<file path="src/rtl/alu_sequencer.sv">
// Issue/writeback stage for the 8-bit ALU: small register file, two-cycle IDLE->EXEC
// sequencing, locally computed Z/N/C flags and a register load port.
module alu_sequencer #(
  parameter int DATA_W = 8,
  parameter int NREG   = 4,
  parameter int REG_AW = 2
) (
  input  logic              clk,
  input  logic              rst_n,
  input  logic              instr_valid,
  output logic              instr_ready,
  input  logic [2:0]        instr_op,
  input  logic [REG_AW-1:0] instr_rd,
  input  logic [REG_AW-1:0] instr_rs,
  input  logic              instr_usec,
  input  logic              ld_valid,
  input  logic [REG_AW-1:0] ld_addr,
  input  logic [DATA_W-1:0] ld_data,
  output logic [DATA_W-1:0] alu_a,
  output logic [DATA_W-1:0] alu_b,
  output logic              alu_carry_in,
  output logic [2:0]        alu_opcode,
  input  logic [DATA_W-1:0] alu_out,
  output logic              wb_valid,
  output logic [REG_AW-1:0] wb_addr,
  output logic [DATA_W-1:0] wb_data,
  output logic              flag_z,
  output logic              flag_n,
  output logic              flag_c,
  input  logic [REG_AW-1:0] dbg_addr,
  output logic [DATA_W-1:0] dbg_data
);
  localparam logic [2:0] OP_ADD = 3'd0, OP_SHR = 3'd1, OP_SHL = 3'd2, OP_CMP = 3'd7;

  typedef enum logic {IDLE, EXEC} state_t;

  typedef struct packed {
    logic [2:0]        op;
    logic [REG_AW-1:0] rd;
    logic [DATA_W-1:0] a;
    logic [DATA_W-1:0] b;
    logic              cin;
  } issue_t;

  state_t state, state_nxt;
  issue_t iss;
  logic [NREG-1:0][DATA_W-1:0] rf;
  logic [DATA_W:0]   sum;
  logic [DATA_W-1:0] diff;
  logic              z_nxt, n_nxt, c_nxt;
  logic              accept;

  assign accept   = (state == IDLE) && instr_valid && !ld_valid;
  assign dbg_data = rf[dbg_addr];

  always_ff @(posedge clk) begin
    if (!rst_n) state <= IDLE;
    else        state <= state_nxt;
  end

  always_comb begin
    state_nxt = state;
    case (state)
      IDLE:    if (accept) state_nxt = EXEC;
      EXEC:    state_nxt = IDLE;
      default: state_nxt = IDLE;
    endcase
  end

  always_comb begin
    instr_ready  = (state == IDLE) && !ld_valid;
    alu_a        = '0;
    alu_b        = '0;
    alu_carry_in = 1'b0;
    alu_opcode   = '0;
    if (state == EXEC) begin
      alu_a        = iss.a;
      alu_b        = iss.b;
      alu_carry_in = iss.cin;
      alu_opcode   = iss.op;
    end
  end

  // Carry and compare results are derived here so the flags never depend on ALU internals.
  assign sum  = {1'b0, iss.a} + {1'b0, iss.b} + {{DATA_W{1'b0}}, iss.cin};
  assign diff = iss.a - iss.b;

  always_comb begin
    z_nxt = (alu_out == '0);
    n_nxt = alu_out[DATA_W-1];
    c_nxt = flag_c;
    case (iss.op)
      OP_ADD: c_nxt = sum[DATA_W];
      OP_SHR: c_nxt = iss.b[0];
      OP_SHL: c_nxt = iss.b[DATA_W-1];
      OP_CMP: begin
        z_nxt = (iss.a == iss.b);
        n_nxt = diff[DATA_W-1];
        c_nxt = (iss.a >= iss.b);
      end
      default: ;
    endcase
  end

  always_ff @(posedge clk) begin
    if (!rst_n) begin
      rf       <= '0;
      iss      <= '0;
      wb_valid <= 1'b0;
      wb_addr  <= '0;
      wb_data  <= '0;
      flag_z   <= 1'b0;
      flag_n   <= 1'b0;
      flag_c   <= 1'b0;
    end else begin
      wb_valid <= 1'b0;
      if (state == IDLE) begin
        if (ld_valid)
          rf[ld_addr] <= ld_data;
        else if (instr_valid)
          iss <= '{op: instr_op, rd: instr_rd, a: rf[instr_rd], b: rf[instr_rs],
                   cin: instr_usec & flag_c};
      end else begin
        flag_z <= z_nxt;
        flag_n <= n_nxt;
        flag_c <= c_nxt;
        if (iss.op != OP_CMP) begin
          rf[iss.rd] <= alu_out;
          wb_valid   <= 1'b1;
          wb_addr    <= iss.rd;
          wb_data    <= alu_out;
        end
      end
    end
  end
endmodule

</file>
<file path="config.mk">
export PLATFORM = sky130hd
export DESIGN_NAME = alu_sequencer
export DESIGN_NICKNAME = d
export VERILOG_FILES = /design/src/rtl/alu_sequencer.sv
export SDC_FILE = /design/constraint.sdc
export NUM_CORES = 1
export LEC_CHECK = 0
export CAP_MARGIN = 20
export CORE_MARGIN = 1.5
export CORE_UTILIZATION = 50
export CTS_CLUSTER_SIZE = 40
export DETAILED_ROUTE_END_ITERATION = 10
export PLACE_DENSITY = 0.84
export SYNTH_ARGS = -nofsm -noshare
export SYNTH_HDL_FRONTEND = slang
export SYNTH_SLANG_ARGS = --single-unit
export TNS_END_PERCENT = 20
</file>
<file path="constraint.sdc">
create_clock -name clk -period 2.9 [get_ports clk]
set_input_delay 0.58 -clock clk [delete_from_list [all_inputs] [get_ports clk]]
set_output_delay 0.58 -clock clk [all_outputs]
set_load 0.02 [all_outputs]
</file>
==> results.py <==
metrics = {
    "setup_path": {
        "cp_cell_sequence": "clkdlybuf4s50_1 -> buf_12 -> mux4_2 -> dlygate4sd2_1",
        "critPathKind": "in2out",
        "cp-startpoint": "dbg_addr[0]",
        "path_max_fanout": 5,
        "max_stage_delay_ns": 0.53,
        "cp_data_required_time_ns": 2.32,
        "crit_cells": 4,
        "reg2reg_from": "state",
        "critPathArrivalTime_ns": 2.10,
        "critPathCapture": "dbg_data[4]",
        "r2r_setup_slack_ns": 0.65,
        "slowest_stage": "clkdlybuf4s50_1",
        "startpoint_type": "input pin",
        "cpLargestDelayFamily": "buffers and inverters",
        "rr_endpoint": "rf[21]",
        "rr_worst_depth": 5,
        "critPathBufInv": 3,
        "cp-end-kind": "output pin",
    },
    "clock_network": {
        "cts.sinks": 69,
        "cts_setup_buffers": 0,
        "ctsHoldBuffers": 0,
        "cts_tree": "yes",
        "cts_buffers": 9,
        "clkLatencyLatePin_ns": 0.34,
        "clk_pin_slew_ns": 0.06,
        "clk_path_buf_depth": 2,
        "h-tree-depth": 3,
        "cts-root-buf": "clkbuf_8",
    },
    "floorplanning": {
        "num_rows": 33,
        "core_region_area_sq_mm": 0.00818,
        "dieArea_sq_mm": 0.00893,
        "fp.dieH_um": 94.5,
        "pin_count": 75,
        "start_util_pct": 51.2,
        "fp.dieW_um": 94.5,
    },
    "routing": {
        "vias": 3657,
        "met2_wirelength_um": 5200,
        "drt-initial-drc-count": 294,
        "viasPerCell": 6.17,
        "wirelength_um": 10700,
        "wl_met3_um": 964,
        "final_antenna_net_count": 0,
        "routed.top_layer": "met4",
        "drc": 0,
        "wl_met1_um": 4370,
        "dr.pass1.iters": 6,
        "wire_per_inst_um": 18.1,
    },
    "power_and_ir_drop": {
        "internal_power_mw": 1.62,
        "p_per_area_mw_per_mm2": 429,
        "switchingPower_mw": 0.586,
        "switching_share_pct": 26.6,
        "combPwrFrac_pct": 17.6,
        "p_leak_nw": 2.22,
        "clkPwrFrac_pct": 35.7,
        "total_power_mw": 2.21,
        "seqPwrFrac_pct": 46.8,
        "ir_drop_uv": 256,
    },
    "flow_run": {
        "cap_violations": 0,
    },
    "placement": {
        "hpwl_um": 7620,
        "place_congestion": 0.908,
        "port_buffers": 74,
    },
    "yosys": {
        "yosysUniqueCellTypes": 47,
        "ys_seq_area_share_pct": 33.0,
        "syn_nets": 471,
        "yosysWarnings": 0,
        "ys_seq_elements": 69,
        "synth_cells": 423,
        "post_synth.cell_area_avg_sq_um": 9.90,
        "synthArstFlopShare_pct": 0,
        "netlist_area_sq_mm": 0.00419,
        "ys.flop_type": "dfxtp_1",
        "synth_edf_count": 0,
    },
    "final_layout": {
        "area_growth_pct": 22.8,
        "layout_common_cells": "76 x nand2_1, 69 x dfxtp_1, 65 x clkdlybuf4s50_1",
        "num_antenna_cells": 0,
        "fill_cells": 683,
        "fin_nets": 532,
        "post_route_cells_drive_above_1_share_pct": 12.3,
        "mostFrequentLayoutCell": "nand2_1",
        "final_core_util_pct": 62.9,
    },
    "sta": {
        "hold_viol": 0,
        "setup-tns-final_ns": 0,
        "finClkSkew_ns": 0.00886,
        "rsz0062_at_grt": "no",
        "drv_slew": 0,
        "min_period_over_period_pct": 92.5,
        "max_freq_mhz": 373,
        "min_period_ns": 2.68,
        "tightest_slew_ns": 0.826,
        "relSlewSlack_pct": 44.9,
        "finalSetupViolCount": 0,
    },
    "outcome": {
        "outcome": "finished clean",
    },
    "global_routing": {
        "grt_pass1_vias": 3524,
        "overflow": 0,
        "antenna_found_initial": 0,
        "grt_start_max_net_pins": 50,
        "grt_pass1_wl_um": 17500,
        "gr-usage-all-layers_pct": 25.6,
    },
    "min_path": {
        "hold_class": "reg2reg",
    },
}
## worst register-to-register path, cell delays in order, from the launching register on
cell      delay, ns
dfxtp_1        0.69
buf_4          0.39
nand2_4        0.20
o22ai_4        0.43
o221ai_1       0.26
o211a_1        0.18
## metrics by stage
step | std cells | area, sq um | worst slack [ns] | hold WS, ns
6_report | 593 | 5140 | 0.218 | 0.466
3_5_place_dp | 578 | 4940 | -0.0112 | 0.461
2_1_floorplan | 423 | 4190 | 0.912 | 0.445
3_3_place_gp | 578 | 4940 | -0.00967 | 0.452
4_1_cts | 593 | 5130 | 0.00757 | 0.471
5_1_grt | 593 | 5140 | 0.153 | 0.495
## how the worst min path moves through the flow
stage          startpoint    endpoint  slack, ns  depth (start not counted)
4_1_cts        wb_addr[0]  wb_addr[0]       0.47                          2
3_3_place_gp   wb_data[5]  wb_data[5]       0.45                          2
6_report       wb_data[3]  wb_data[3]       0.47                          2
5_1_grt        wb_addr[0]  wb_addr[0]       0.49                          2
2_1_floorplan      iss[0]      iss[0]       0.44                          2
3_5_place_dp   wb_addr[0]  wb_addr[0]       0.46                          2
## cell type report
cell class / count / area (sq um) / share of cell area, %
tap: 105 / 131 / 2.56
timing repair buffer: 86 / 843 / 16.4
clock inverter: 1 / 30.0 / 0.584
multi-input combinational: 308 / 2550 / 49.7
inverter: 10 / 37.5 / 0.730
sequential: 69 / 1380 / 26.9
clock buffer: 14 / 163 / 3.16
## cell usage after synthesis, types with 5 or more instances
cell      count  area [sq um]
nor2_1        5          18.8
o211a_1      33           330
nand2b_1     16           100
inv_1        10          37.5
a21oi_1       6          30.0
dfxtp_1      69          1380
a21boi_1      6          45.0
nand2_1      76           285
a21boi_0     27           203
buf_2        12          60.1
nand3_1       6          30.0
mux4_2       24           541
ha_1         16           200
clkbuf_1     11          41.3
buf_6         7          78.8
and2_1       22           138
o221ai_1     30           263
## what timing repair did
| action | in CTS | in global routing |
|---|---|---|
| endpoints found under the setup margin | 4 | 4 |
| cloned | 0 | 0 |
| pin swaps | 0 | 0 |
| resized for setup | 4 | 4 |
## kinds of logic after synthesis
family | synth area share (%)
DFF | 33.0
adders and majority gates | 4.78
muxes | 12.9
AOI/OAI and AO/OA | 25.8
buffers and inverters | 6.01
and+or+nand+nor | 17.3
xor gates and xnor gates | 0.209
## state kept, by name (all words and copies together), names as in the netlist
signal / cells
flag_c: 1
flag_n: 1
flag_z: 1
iss: 22
rf: 32
state: 1
wb_addr: 2
wb_data: 8
wb_valid: 1
## power groups by stage
stage | Clock (mW) | Combinational [mW] | Sequential [mW]
after global placement | 0 | 0.378 | 1.05
after floorplan | 0 | 0.255 | 1.04
after CTS | 0.796 | 0.385 | 1.03
after detailed placement | 0 | 0.386 | 1.05
final | 0.787 | 0.388 | 1.03
after global routing | 0.839 | 0.416 | 1.04
## layer usage
metal	GRT usage, %	vias to the layer above
met3	7.09	24
met2	41.7	182
met1	32.4	1749
met5	0	-
met4	9.70	0
li1	-	1702
No activity file was read; power rests on OpenSTA's default activity.
==> patch, RTL diff (same settings) <==
Register the output `flag_n` once more, with the module's reset; this adds one clock of latency there. The other outputs are not delayed to match.
--- a/src/rtl/alu_sequencer.sv
+++ b/src/rtl/alu_sequencer.sv
@@ -41,6 +41,8 @@
     logic [DATA_W-1:0] b;
     logic              cin;
   } issue_t;
+
+  logic flag_n_s0;
 
   state_t state, state_nxt;
   issue_t iss;
@@ -110,7 +112,7 @@
       wb_addr  <= '0;
       wb_data  <= '0;
       flag_z   <= 1'b0;
-      flag_n   <= 1'b0;
+      flag_n_s0 <= 1'b0;
       flag_c   <= 1'b0;
     end else begin
       wb_valid <= 1'b0;
@@ -122,7 +124,7 @@
                    cin: instr_usec & flag_c};
       end else begin
         flag_z <= z_nxt;
-        flag_n <= n_nxt;
+        flag_n_s0 <= n_nxt;
         flag_c <= c_nxt;
         if (iss.op != OP_CMP) begin
           rf[iss.rd] <= alu_out;
@@ -133,5 +135,13 @@
       end
     end
   end
+  always_ff @(posedge clk) begin
+    if (!rst_n) begin
+      flag_n <= '0;
+    end else begin
+      flag_n <= flag_n_s0;
+    end
+  end
+
 endmodule
 
Formal check against the unedited RTL: not equivalent (a bounded check fails within 4 cycles, from zero or initial values and one cycle with rst_n low).
==> patch against the original RTL <==
Power fell by 0.63%; worst setup slack got worse by 0.18 ns; first-iteration DRC count fell by 36%; critical path type unchanged; global-route usage fell by 2.5 points; area after synthesis rose by 0.15%; count of clock-buffer cells in the layout fell by 3; hold slack got worse by 0.0097 ns; sequential cell count rose by 1; synthesized cell count rose by 2.8%; highest routed layer unchanged; design area fell by 0.97%; wire length fell by 5.1%.
==> patch: results (changes against the original RTL) <==
status -> finished clean
reported net switching power -> 0.5946 mW (+1.4%)
Max IR drop VDD -> 0.0002315 V (-9.4%)
nets@finish -> 538 (+1.1%)
Final clock-cell share -> 3.711% (-0.037 points)
Final ANT Viol Nets -> 0 (unchanged)
largest cells by area after synthesis -> dfxtp_1 33%, mux4_2 10%, o211a_1 7.6%, o221ai_1 6.3%, nand2_1 5.1%
CTS Buf Count -> 9 (unchanged)
global routing usage on met2 -> 38.19% (-3.5 points)
CP max-delay cell -> clkdlybuf4s50_1
synthesized net count -> 483 (+2.5%)
CTS sink count -> 70 (+1.4%)
clkbuf count -> 11 (-3)
Leak Pwr -> 2.202 nW (-0.68%)
Worst Setup EP -> dbg_data[5]
Bufs on Longest Clock Path -> 2 (unchanged)
Via Count -> 3629 (-0.77%)
Non-CTS buffers -> 82 (-4.7%)
Multi-Input Combinational -> 315 (+2.3%)
buffer share of cell area -> 16.27% (-0.13 points)
Seq. cell area -> 1401 µm² (+1.4%)
crit-path max cell delay -> 0.55 ns (+0.02 ns)
first-pass iteration count of the detailed router -> 5 (-1)
DP Worst Slack -> 0.009534 ns (+0.02074 ns)
vias in the first global route -> 3223 (-8.5%)
largest net degree at the start of global routing -> 34 (-32%)
Logic inverters -> 12 (+2)
crit-path max FO -> 8 (+3)
post-cts sizing count -> 0 (-4)
flop2flop setup slack -> 0.74 ns (+0.09 ns)
met3 Use GR -> 2.576% (-4.5 points)
Netlist cell types -> 52 (+11%)
Post-Route WL -> 10190 µm (-5.1%)
share of cells above drive strength 1 -> 11.34% (-0.96 points)
worst-margin pin slew -> 0.5986 ns (-0.2274 ns)
global-route wire length before repair -> 15900 µm (-8.9%)
area of the multi-input gates -> 2496 µm² (-2.3%)
post-route cell area -> 5091 µm² (-0.97%)
CP Data Arrival Time -> 2.29 ns (+0.19 ns)
met1 Use GR -> 30.07% (-2.3 points)
GPL Wtd Cong -> 0.9359 (+3.1%)
Clock Skew -> 0.01063 ns (+0.001765 ns)
# fillers -> 692 (+1.3%)
post-CTS setup buffers -> 0 (unchanged)
GR Util All Layers -> 23.15% (-2.5 points)
capturing point of the worst reg2reg path -> rf[24]
final non-filler cell total -> 599 (+1.0%)
fin crit period -> 2.865 ns (+0.1834 ns)
H-Tree Depth -> 3 (unchanged)
hpwl dp -> 7798 µm (+2.4%)
Cells after Synth -> 435 (+2.8%)
dpl cell area -> 4887 µm² (-1.1%)
initial antenna violation count -> 0 (unchanged)
drt initial violations -> 187 (-36%)
Seq/Total Area, Yosys -> 33.41% (+0.43 points)
Post-synth top cells -> 70 x dfxtp_1, 57 x nand2_1, 38 x a21oi_1
Cells after DPL -> 584 (+1.0%)
-- patch: cell count changes after synthesis, moves of 4 or more --
cell      delta
a21oi_1     +32
mux2i_1     +10
nor3_1       +5
mux4_2       -5
nand3_1      +6
o22ai_1      +4
a21boi_0    -27
nand2_1     -19
a21boi_1     -5
-- patch: power groups by stage --
| stage | clock (mW) | sequential, mW | combinational (mW) |
|---|---|---|---|
| 6_report | 0.772 | 1.05 | 0.368 |
| 5_1_grt | 0.814 | 1.06 | 0.396 |
| 4_1_cts | 0.784 | 1.05 | 0.369 |
| 3_5_place_dp | 0 | 1.07 | 0.367 |
| 3_3_place_gp | 0 | 1.07 | 0.360 |
| 2_1_floorplan | 0 | 1.06 | 0.262 |
-- patch: routing by layer --
layer	vias to the layer above	wire (µm)	part of all wire [%]
li1	1741	-	-
met1	1750	4409	43
met2	118	4945	49
met3	20	547	5.4
met4	0	283	2.8
met5	-	0	0
-- patch: logic make-up (layout without fill, tap and decap cells) --
kind of cell | Yosys count | in the layout | synth area share [%]
adders and majority gates | 16 | 16 | 4.773
DFF | 70 | 70 | 33.41
muxes | 33 | 33 | 13.93
AOI/OAI and AO/OA | 124 | 124 | 22.94
buffers and inverters | 50 | 109 | 7.071
xor gates and xnor gates | 1 | 1 | 0.2089
and+or+nand+nor | 141 | 141 | 17.66
-- patch: worst min-delay path by stage --
| stage | from | end | slack, ns |
|---|---|---|---|
| finish | wb_data[3] | wb_data[3] | 0.46 |
| detailed placement | wb_data[3] | wb_data[3] | 0.45 |
| global route | wb_addr[1] | wb_addr[1] | 0.48 |
| CTS | wb_data[3] | wb_data[3] | 0.46 |
| floorplan | flag_n_s0 | flag_n | 0.43 |
| global placement | wb_data[2] | wb_data[2] | 0.44 |
